===== src/rtl/player_shot_pool.sv =====
// player_shot_pool: five-slot player bullet pool with spawn, flight, scroll compensation and retirement
module player_shot_pool #(
    parameter int SPEED       = 6,
    parameter int COOLDOWN    = 8,
    parameter int SCROLL_STEP = 2,
    parameter int MUZZLE_DY   = 23,
    parameter int SCREEN_W    = 640,
    parameter int PARK        = 1023
) (
    input  logic       frame_clk,
    input  logic       Reset_n,
    input  logic       play,
    input  logic       fire_key,
    input  logic       facing,
    input  logic       scroll,
    input  logic [9:0] playerX,
    input  logic [9:0] playerY,
    input  logic [9:0] playerW,
    input  logic [4:0] hit_mask,
    output logic [9:0] bX,
    output logic [9:0] bY,
    output logic [9:0] b1X,
    output logic [9:0] b1Y,
    output logic [9:0] b2X,
    output logic [9:0] b2Y,
    output logic [9:0] b3X,
    output logic [9:0] b3Y,
    output logic [9:0] b4X,
    output logic [9:0] b4Y,
    output logic [4:0] shot_live,
    output logic       fire_pulse
);
    localparam int CW = $clog2(COOLDOWN + 1);
    localparam logic [9:0] PK = 10'(PARK);
    localparam logic [9:0] XMAX = 10'(SCREEN_W - 1);

    logic [9:0]    x_q [5];
    logic [9:0]    x_d [5];
    logic [9:0]    y_q [5];
    logic [9:0]    y_d [5];
    logic [11:0]   nx [5];
    logic [4:0]    live_q, live_d, dir_q, dir_d;
    logic [CW-1:0] cd_q, cd_d;
    logic          pulse_q, pulse_d;
    logic [10:0]   sum;
    logic [9:0]    sx, sy;
    logic [2:0]    tgt;
    logic          spawn;

    always_comb begin
        sum = {1'b0, playerX} + {1'b0, playerW};
        sx = facing ? ((sum > {1'b0, XMAX}) ? XMAX : sum[9:0]) : playerX;
        sy = (playerY < 10'(MUZZLE_DY)) ? 10'd0 : playerY - 10'(MUZZLE_DY);
        tgt = 3'd0;
        for (int i = 4; i >= 0; i--) tgt = live_q[i] ? tgt : 3'(i);
        // eligibility uses live flags from the start of the frame, so same-frame retirees wait
        spawn = play && fire_key && (cd_q == '0) && !(&live_q);
        x_d = x_q;
        y_d = y_q;
        live_d = live_q;
        dir_d = dir_q;
        cd_d = cd_q;
        pulse_d = spawn;
        for (int i = 0; i < 5; i++) begin
            nx[i] = {2'b00, x_q[i]} + (dir_q[i] ? 12'(SPEED) : -12'(SPEED))
                  - (scroll ? 12'(SCROLL_STEP) : 12'd0);
            if (play && live_q[i]) begin
                if (hit_mask[i] || nx[i][11] || nx[i] > {2'b00, XMAX}) begin
                    x_d[i] = PK;
                    y_d[i] = PK;
                    live_d[i] = 1'b0;
                end else begin
                    x_d[i] = nx[i][9:0];
                end
            end
        end
        if (spawn) begin
            x_d[tgt] = sx;
            y_d[tgt] = sy;
            live_d[tgt] = 1'b1;
            dir_d[tgt] = facing;
            cd_d = CW'(COOLDOWN - 1);
        end else if (play && cd_q != '0) begin
            cd_d = cd_q - 1'b1;
        end
    end

    always_ff @(posedge frame_clk) begin
        if (!Reset_n) begin
            for (int i = 0; i < 5; i++) begin
                x_q[i] <= PK;
                y_q[i] <= PK;
            end
            live_q  <= '0;
            dir_q   <= '0;
            cd_q    <= '0;
            pulse_q <= 1'b0;
        end else begin
            for (int i = 0; i < 5; i++) begin
                x_q[i] <= x_d[i];
                y_q[i] <= y_d[i];
            end
            live_q  <= live_d;
            dir_q   <= dir_d;
            cd_q    <= cd_d;
            pulse_q <= pulse_d;
        end
    end

    assign bX = x_q[0];
    assign bY = y_q[0];
    assign b1X = x_q[1];
    assign b1Y = y_q[1];
    assign b2X = x_q[2];
    assign b2Y = y_q[2];
    assign b3X = x_q[3];
    assign b3Y = y_q[3];
    assign b4X = x_q[4];
    assign b4Y = y_q[4];
    assign shot_live = live_q;
    assign fire_pulse = pulse_q;
endmodule

===== config.mk =====
export PLATFORM = sky130hd
export DESIGN_NAME = player_shot_pool
export DESIGN_NICKNAME = d
export VERILOG_FILES = /design/src/rtl/player_shot_pool.sv
export SDC_FILE = /design/constraint.sdc
export NUM_CORES = 1
export LEC_CHECK = 0
export ABC_AREA = 1
export CAP_MARGIN = 10
export CELL_PAD_IN_SITES_DETAIL_PLACEMENT = 1
export CELL_PAD_IN_SITES_GLOBAL_PLACEMENT = 2
export CORE_ASPECT_RATIO = 0.6
export CORE_UTILIZATION = 29
export CTS_CLUSTER_DIAMETER = 200
export DETAILED_ROUTE_END_ITERATION = 8
export PLACE_DENSITY_LB_ADDON = 0.05
export SETUP_SLACK_MARGIN = 0.05
export SYNTH_ARGS = -nofsm -noshare
export SYNTH_HDL_FRONTEND = slang
export SYNTH_SLANG_ARGS = --single-unit

===== constraint.sdc =====
create_clock -name frame_clk -period 3.38 [get_ports frame_clk]
set_input_delay 0.507 -clock frame_clk [delete_from_list [all_inputs] [get_ports frame_clk]]
set_output_delay 0.507 -clock frame_clk [all_outputs]
set_load 0.02 [all_outputs]

==> results of run 1 <==
power by group through the flow:
stage | sequential [mW] | combinational [mW] | clock (mW)
3_3_place_gp | 1.58 | 1.96 | 0
3_5_place_dp | 1.58 | 1.97 | 0
6_report | 1.55 | 1.98 | 1.89
2_1_floorplan | 1.63 | 1.16 | 0
5_1_grt | 1.56 | 2.22 | 2.00
4_1_cts | 1.55 | 1.98 | 1.92
worst max-delay path, cell delays in order:
cell and delay (ns):
clkdlybuf4s50_1 0.53, ha_1 0.28, inv_1 0.09, fa_1 0.41, inv_1 0.12, nand3_1 0.08
nand2_1 0.11, nand2_1 0.08, nand2_1 0.06, nand2_1 0.05, nand2_1 0.07, nand2_1 0.06
nand2_2 0.16, nand3_1 0.27, nand3_1 0.17, nand2_1 0.10, inv_1 0.13, nand2_1 0.05
state kept, by name (all words and copies together), names as in the netlist:
| name | count |
|---|---|
| b1X | 10 |
| b1Y | 10 |
| b2X | 10 |
| b2Y | 10 |
| b3X | 10 |
| b3Y | 10 |
| b4X | 10 |
| b4Y | 10 |
| bX | 10 |
| bY | 10 |
| cd_q | 4 |
| dir_q | 5 |
| fire_pulse | 1 |
| shot_live | 5 |
worst max path at each step:
stage	startpoint	end	slack (ns)	depth (start not counted)
finish	playerX[0]	b3X[5]	0.41	18
global route	playerX[0]	b3X[5]	0.18	18
CTS	playerX[0]	b1X[6]	0.44	18
detailed placement	playerX[0]	b1X[6]	-0.01	18
global placement	playerX[0]	b4X[6]	0.02	18
floorplan	dir_q[3]	b3Y[0]	0.95	16
through the flow:
step | cells | util [%] | worst slack, ns | hold WS, ns
after floorplan | 1717 | - | 0.948 | 0.449
after global routing | 2362 | 37.1 | 0.181 | 0.495
final | 2362 | 37.1 | 0.409 | 0.496
after CTS | 2361 | 37.1 | 0.444 | 0.483
after global placement | 2330 | 35.4 | 0.0170 | 0.490
after detailed placement | 2330 | 35.4 | -0.00966 | 0.488
cell families after synthesis:
group                    count (synthesis)  synth area share, %
AND/OR/NAND/NOR                        941                 38.8
XOR/XNOR                                23                 1.95
flip-flops                             115                 22.3
AO/OA/AOI/OAI                          141                 7.55
adder cells (fa/ha/maj)                108                 13.9
buffers and inverters                  389                 15.5
cells in the mapped netlist:
library cell	number	area share [%]
nand2_1	592	22
inv_1	342	12
nand3_1	145	7.0
nor2_1	118	4.3
dfxtp_1	115	22
ha_1	97	12
o21ai_0	59	2.9
a21oi_1	55	2.7
nand2_2	24	1.5
xnor2_1	18	1.5
buf_2	17	0.82
nand4_1	12	0.73
or2_2	12	0.73
fa_1	11	2.1
clkbuf_1	9	0.33
nor2_2	9	0.55
o21bai_1	9	0.65
a21oi_2	6	0.51
buf_6	6	0.65
inv_2	6	0.22
nand2_4	6	0.65
nand3b_1	6	0.44
a21boi_0	5	0.36
xor2_1	5	0.42
nor2_4	4	0.44
clkbuf_8	3	0.40
nand3_2	3	0.29
o22ai_1	3	0.18
or2_1	3	0.18
a31oi_1	2	0.12
buf_4	2	0.15
nor2b_1	2	0.12
nor3_2	2	0.19
buf_12	1	0.19
buf_8	1	0.15
clkinv_1	1	0.036
dlygate4sd3_1	1	0.097
nor3_1	1	0.048
nor3b_1	1	0.073
nor4_1	1	0.061
o21ai_2	1	0.085
o21bai_2	1	0.11
metal layers:
metal / up-vias / routed length, µm / global-route usage, %
li1: 5568 / - / -
met1: 5030 / 22300 / 35.2
met2: 171 / 15600 / 31.4
met3: 24 / 1450 / 3.37
met4: 0 / 428 / 3.98
met5: - / 0 / 0
area by class of cell:
cell class              count  area share (%)
well taps                 467            4.50
inverters                 349            10.1
diodes                      1          0.0193
clock inverters            13            1.24
multi-input cells        1213            49.4
repair buffers            186            13.6
flip-flops and latches    115            17.7
clock buffers              18            3.38
==> results.yml, run 1 <==
run_status:
  outcome: "complete, no violations"
pwr:
  p_leak_nw: 7.01
  power_density_nw_per_um2: 417
  sw_frac_of_total_pct: 37.7
  power_mw: 5.42
  share_seq_of_total_power_pct: 28.6
  max-vdd-ir-drop_v: 0.000376
  p_clk_share_pct: 34.9
  p_int_mw: 3.37
  p_sw_mw: 2.05
  comb_power_share_pct: 36.5
die:
  fp.dieH_um: 148
  rows: 53
  core_um2: 35000
  dieArea_um2: 36400
  dieWidth_um: 246
  floorplan.initialDensity_pct: 29.5
  io_pins: 147
timing:
  setup_viol_count_final: 0
  period_share_pct: 87.9
  maxSlewViolCount: 0
  finalCriticalPeriod_ns: 2.97
  fin_setup_tns_ns: 0
  worst_slew_pin_slew_ns: 1.04
  max-slew-margin-rel_pct: 29.7
  rsz0062_at_grt: "false"
  timing.fmax_mhz: 337
  hold_violations: 0
  finClkSkew_ns: 0.00951
route:
  drt-wirelength-per-cell_um: 16.8
  drtAntennaViolNets: 0
  wl_um: 39700
  via_count: 10800
  viasPerCell: 4.57
  drt-pass1-iter-count: 5
  drt_iter0_drc: 529
  remaining_drc_errors: 0
place:
  place_area_um2: 12400
  portBuffers: 146
  hpwl_um: 32400
  place_congestion: 0.835
cells_and_area:
  final_common_cell: "nand2_1"
  area_delta_synth_final_pct: 25.9
  regArea_um2: 2300
  final_cell_mix: "592 x nand2_1, 342 x inv_1, 145 x nand3_1, 145 x clkdlybuf4s50_1, 118 x nor2_1"
  fillers: 4639
  design_area_um2: 13000
  drive_above_1_share_pct: 7.71
  multi_input_area_um2: 6420
  nets: 2031
logic_synthesis:
  ys_ff_latch: 115
  synthesis.nets: 1866
  yosysWarnings: 0
  synth.distinct_cells: 42
  syn_avg_cell_area_um2: 6.01
  ys_seq_area_share_pct: 22.3
  synthCells: 1717
  syn_area_um2: 10300
cts:
  cts_buffers: 17
  cts_resized: 0
  cts_tree: "built"
  cts_root_buf: "clkbuf_16"
  cts_hold_buf: 0
  clk_path_buf_depth: 2
  cts_setup_buffers: 0
  cts.reportedPaths.clkPinSlew_ns: 0.06
  htreeDepth: 4
  clk_latency_ns: 0.44
  clock_sinks: 115
global_route:
  grt_pass1_wl_um: 61600
  grt_pass1_vias: 10800
  grt_max_degree: 43
  overflow: 0
  antenna_found_initial: 1
  grt_use_total_pct: 22.3
critical_path:
  cp_data_arrival_time_ns: 3.31
  r2r_cells: 16
  cp_max_fo: 9
  endpoint_kind: "flip-flop"
  worstSetupPathType: "in -> reg"
  r2r_start: "dir_q[0]"
  start_kind: "input port"
  worstReg2RegEnd: "bY[4]"
  worstPathRequired_ns: 3.71
  r2r_slack_ns: 0.48
min_path:
  hp-start: "Reset_n"
  hold_depth: 2
  hold_class: "in -> reg"
  holdPathEnd: "b2Y[0]"
flow_run:
  maxCapViolCount: 0
Note: power is estimated with default switching activity, not from simulation.
==> run 2, diff against run 1 <==
MAX_ROUTING_LAYER = met4   (was not set)
==> run 2 against run 1 <==
Clock power barely moved. Register-to-register slack barely moved. Worst setup slack improved by 0.015 ns. Critical path type unchanged. Largest cell class unchanged.
==> results.yml, run 2 (synthesis results as in run 1) <==
run_status:
  outcome: "complete, no violations"
cts:
  cts_setup_buffers: 0
  cts_hold_buf: 0
  cts_root_buf: "clkbuf_16"
  clk_path_buf_depth: 2
  clk_latency_ns: 0.44
  htreeDepth: 4
  cts_buffers: 17
  cts.reportedPaths.clkPinSlew_ns: 0.06
  clock_sinks: 115
  cts_tree: "built"
  cts_resized: 0
route:
  drt-wirelength-per-cell_um: 16.8
  via_count: 10800
  drt-pass1-iter-count: 6
  remaining_drc_errors: 0
  wl_um: 39800
  drt_iter0_drc: 508
  viasPerCell: 4.57
  drtAntennaViolNets: 0
timing:
  setup_viol_count_final: 0
  worst_slew_pin_slew_ns: 0.985
  hold_violations: 0
  max-slew-margin-rel_pct: 33.7
  rsz0062_at_grt: "false"
  finalCriticalPeriod_ns: 2.96
  maxSlewViolCount: 0
  period_share_pct: 87.5
  fin_setup_tns_ns: 0
  timing.fmax_mhz: 338
  finClkSkew_ns: 0.0104
die:
  dieArea_um2: 36400
  io_pins: 147
  fp.dieH_um: 148
  dieWidth_um: 246
  rows: 53
  core_um2: 35000
  floorplan.initialDensity_pct: 29.5
min_path:
  hold_class: "reg -> reg"
flow_run:
  maxCapViolCount: 0
cells_and_area:
  area_delta_synth_final_pct: 25.9
  nets: 2031
  final_cell_mix: "592 x nand2_1, 342 x inv_1, 145 x nand3_1, 145 x clkdlybuf4s50_1, 118 x nor2_1"
  design_area_um2: 13000
  final_common_cell: "nand2_1"
  drive_above_1_share_pct: 7.71
  fillers: 4639
global_route:
  grt_max_degree: 43
  grt_use_total_pct: 23.0
  grt_pass1_wl_um: 61600
  overflow: 0
  antenna_found_initial: 1
  grt_pass1_vias: 10800
critical_path:
  path_cells: "clkdlybuf4s50_1 > ha_1 > inv_1 > fa_1 > inv_1 > nand3_1 > nand2_1 > nand2_1 > nand2_1 > nand2_1 > nand2_1 > nand2_1 > nand2_2 > nand3_1 > nand3_1 > nand2_1 > inv_1 > nand2_1"
  timing.critical_path.mode_cell: "nand2_1"
  r2r_start: "dir_q[0]"
  worstSetupEndpoint: "b3X[5]"
  slowest_stage: "clkdlybuf4s50_1"
  cpPeakStageDelay_ns: 0.52
  cp_max_fo: 9
  worstPathRequired_ns: 3.72
  endpoint_kind: "flip-flop"
  worstSetupStartpoint: "playerX[0]"
  r2r_cells: 16
  worstSetupPathType: "in -> reg"
  worstReg2RegEnd: "bY[4]"
  r2r_slack_ns: 0.47
  start_kind: "input port"
  cp_data_arrival_time_ns: 3.29
pwr:
  p_leak_nw: 7.01
  power_density_nw_per_um2: 418
  max-vdd-ir-drop_v: 0.000378
place:
  place_congestion: 0.848
  place_area_um2: 12400
  portBuffers: 146
  hpwl_um: 32400
## run 2: cell counts in the layout (fill, tap and decap cells not counted)
No cell type changed its count.
## run 2: how the worst min path moves through the flow
stage	start	to	slack (ns)	cells after the start
5_1_grt	Reset_n	bY[1]	0.50	2
3_3_place_gp	cd_q[3]	cd_q[3]	0.49	2
4_1_cts	Reset_n	b4Y[1]	0.48	2
2_1_floorplan	cd_q[3]	cd_q[3]	0.45	2
3_5_place_dp	cd_q[3]	cd_q[3]	0.49	2
6_report	cd_q[3]	cd_q[3]	0.50	2
## run 2: worst max-delay path: cells and delay by family
kind | cells | cell delay, ns
simple gates | 12 | 1.27
buf+inv | 4 | 0.85
fa+ha+maj | 2 | 0.68
## run 2: area by class of cell
type | instances | area [µm²] | area share [%]
clock inverters | 13 | 161 | 1.24
flip-flops and latches | 115 | 2300 | 17.7
diodes | 1 | 2.50 | 0.0193
clock buffers | 18 | 439 | 3.38
repair buffers | 186 | 1770 | 13.6
multi-input cells | 1213 | 6420 | 49.4
inverters | 349 | 1310 | 10.1
well taps | 467 | 584 | 4.50
## run 2: where the power goes
part	total (mW)	internal, mW	leakage, nW	switching [mW]
clock	1.90	1.17	0.284	0.728
combinational	1.98	0.745	5.79	1.23
sequential	1.55	1.46	0.934	0.0931
## run 2: routing by layer
layer / track usage, % / vias up / routed length [µm]
met3: 2.80 / 25 / 1570
li1: - / 5568 / -
met2: 31.4 / 171 / 15500
met5: - / - / 0
met1: 35.3 / 5022 / 22200
met4: 4.72 / 0 / 482
## run 2: metrics by stage
step	setup slack, ns	total power, mW	util [%]	hold WS, ns	std cells
floorplan	0.948	2.79	-	0.449	1717
CTS	0.444	5.46	37.1	0.483	2361
global placement	0.0170	3.53	35.4	0.490	2330
global route	0.175	5.77	37.1	0.500	2362
finish	0.424	5.43	37.1	0.495	2362
detailed placement	-0.00966	3.55	35.4	0.488	2330
==> run 3, diff against run 2 <==
clock period = 3.2 ns   (was 3.38 ns; I/O delays follow)
==> run 3 against run 2 <==
Core utilization is 0.35 points higher. Worst setup slack lost 0.10 ns. Sequential share of layout area fell by 0.17 points. Wire length is 0.82% higher. First-iteration DRC count up 6.1%. Critical path depth did not move. Hold slack better by 0.023 ns. Combinational power rose by 7%. Power up 7.2%. Sequential cell count stayed put. Global-route usage is 0.38 points higher. Critical path type unchanged. Largest cell class unchanged. Largest power group unchanged. Highest routed layer unchanged.
==> results.yml, run 3 (synthesis results as in run 1) <==
pwr:
  power_mw: 5.82
  p_leak_nw: 7.09
  power_density_nw_per_um2: 444
  max-vdd-ir-drop_v: 0.000345
cts:
  clk_path_buf_depth: 2
  cts_hold_buf: 0
  cts_root_buf: "clkbuf_16"
  cts_resized: 0
  htreeDepth: 4
  cts_buffers: 17
  clk_latency_ns: 0.44
  clock_sinks: 115
  cts_setup_buffers: 0
  cts_tree: "built"
  cts.reportedPaths.clkPinSlew_ns: 0.06
global_route:
  grt_pass1_wl_um: 62500
  antenna_found_initial: 0
  grt_pass1_vias: 10900
  overflow: 0
  grt_max_degree: 49
  grt_use_total_pct: 23.3
timing:
  setup_viol_count_final: 0
  maxSlewViolCount: 0
  timing.fmax_mhz: 348
  fin_ws_ns: 0.323
  finalCriticalPeriod_ns: 2.88
  worst_slew_pin_slew_ns: 0.847
  rsz0062_at_grt: "false"
  period_share_pct: 89.9
  finClkSkew_ns: 0.0143
  max-slew-margin-rel_pct: 42.9
  hold_violations: 0
cells_and_area:
  final_util_pct: 37.5
  final_common_cell: "nand2_1"
  area_delta_synth_final_pct: 27.1
  drive_above_1_share_pct: 8.19
  final_cell_mix: "592 x nand2_1, 342 x inv_1, 145 x nand3_1, 145 x clkdlybuf4s50_1, 118 x nor2_1"
  nets: 2043
  n_antenna_cell: 0
die:
  rows: 53
  io_pins: 147
  floorplan.initialDensity_pct: 29.5
  core_um2: 35000
  dieWidth_um: 246
  fp.dieH_um: 148
  dieArea_um2: 36400
route:
  remaining_drc_errors: 0
  wl_um: 40100
  drtAntennaViolNets: 0
  drt-pass1-iter-count: 5
  drt-wirelength-per-cell_um: 16.9
  viasPerCell: 4.57
  drt_iter0_drc: 539
  via_count: 10800
place:
  dp_slack_ns: -0.0611
  hpwl_um: 32800
  place_congestion: 0.882
  portBuffers: 146
critical_path:
  worstPathRequired_ns: 3.53
  start_kind: "input port"
  cp_max_fo: 9
  worstSetupPathType: "in -> reg"
  cp_data_arrival_time_ns: 3.21
  endpoint_kind: "flip-flop"
min_path:
  hold_class: "reg -> reg"
flow_run:
  maxCapViolCount: 0
run_status:
  outcome: "complete, no violations"
## run 3: cell count changes in the layout (fill, tap and decap cells not counted), sizes merged
| cell | before | now |
|---|---|---|
| bufinv | 3 | 4 |
| buf | 41 | 53 |
| clkinvlp | 4 | 2 |
| clkinv | 7 | 4 |
| clkbuf | 18 | 21 |
| diode | 1 | 0 |
## run 3: cell type report
cell class,instances,area [µm²]
clock buffers,21,470
flip-flops and latches,115,2300
inverters,349,1310
clock inverters,9,154
fillers,4664,21900
repair buffers,198,1870
multi-input cells,1213,6420
well taps,467,584
## run 3: path summary, 6_finish.rpt
path,slack [ns],cells after the start,from,to
max,0.32,18,playerX[0],b3X[1]
min,0.52,2,cd_q[3],cd_q[3]
max reg2reg,0.36,14,dir_q[2],shot_live[2]
min reg2reg,0.52,2,cd_q[3],cd_q[3]
## run 3: stage by stage
stage / hold slack (ns) / instance area [µm²] / setup TNS, ns / cells
3_5_place_dp: 0.497 / 12500 / -0.329 / 2342
6_report: 0.518 / 13100 / 0 / 2372
4_1_cts: 0.504 / 13100 / 0 / 2372
3_3_place_gp: 0.499 / 12500 / 0 / 2342
5_1_grt: 0.542 / 13100 / 0 / 2372
2_1_floorplan: 0.449 / 10300 / 0 / 1717
## run 3: power by group
group	total (mW)	switching, mW	internal, mW
Combinational	2.11	1.30	0.811
Clock	2.06	0.712	1.35
Sequential	1.64	0.101	1.54
## run 3: metal layers
metal	track usage, %	vias to the layer above	part of all wire [%]
li1	-	5578	-
met1	35.9	5084	56
met2	31.9	153	40
met3	3.10	21	3.0
met4	4.22	0	0.72
met5	-	-	0
## run 3: critical path, stage by stage
cell             delay [ns]
clkdlybuf4s50_1        0.51
ha_1                   0.20
inv_1                  0.07
fa_1                   0.40
inv_1                  0.12
nand3_1                0.07
nand2_1                0.11
nand2_1                0.08
nand2_1                0.06
nand2_1                0.05
nand2_1                0.07
nand2_1                0.06
nand2_2                0.15
nand3_1                0.32
nand3_1                0.23
nand2_1                0.08
inv_1                  0.10
nand2_1                0.05
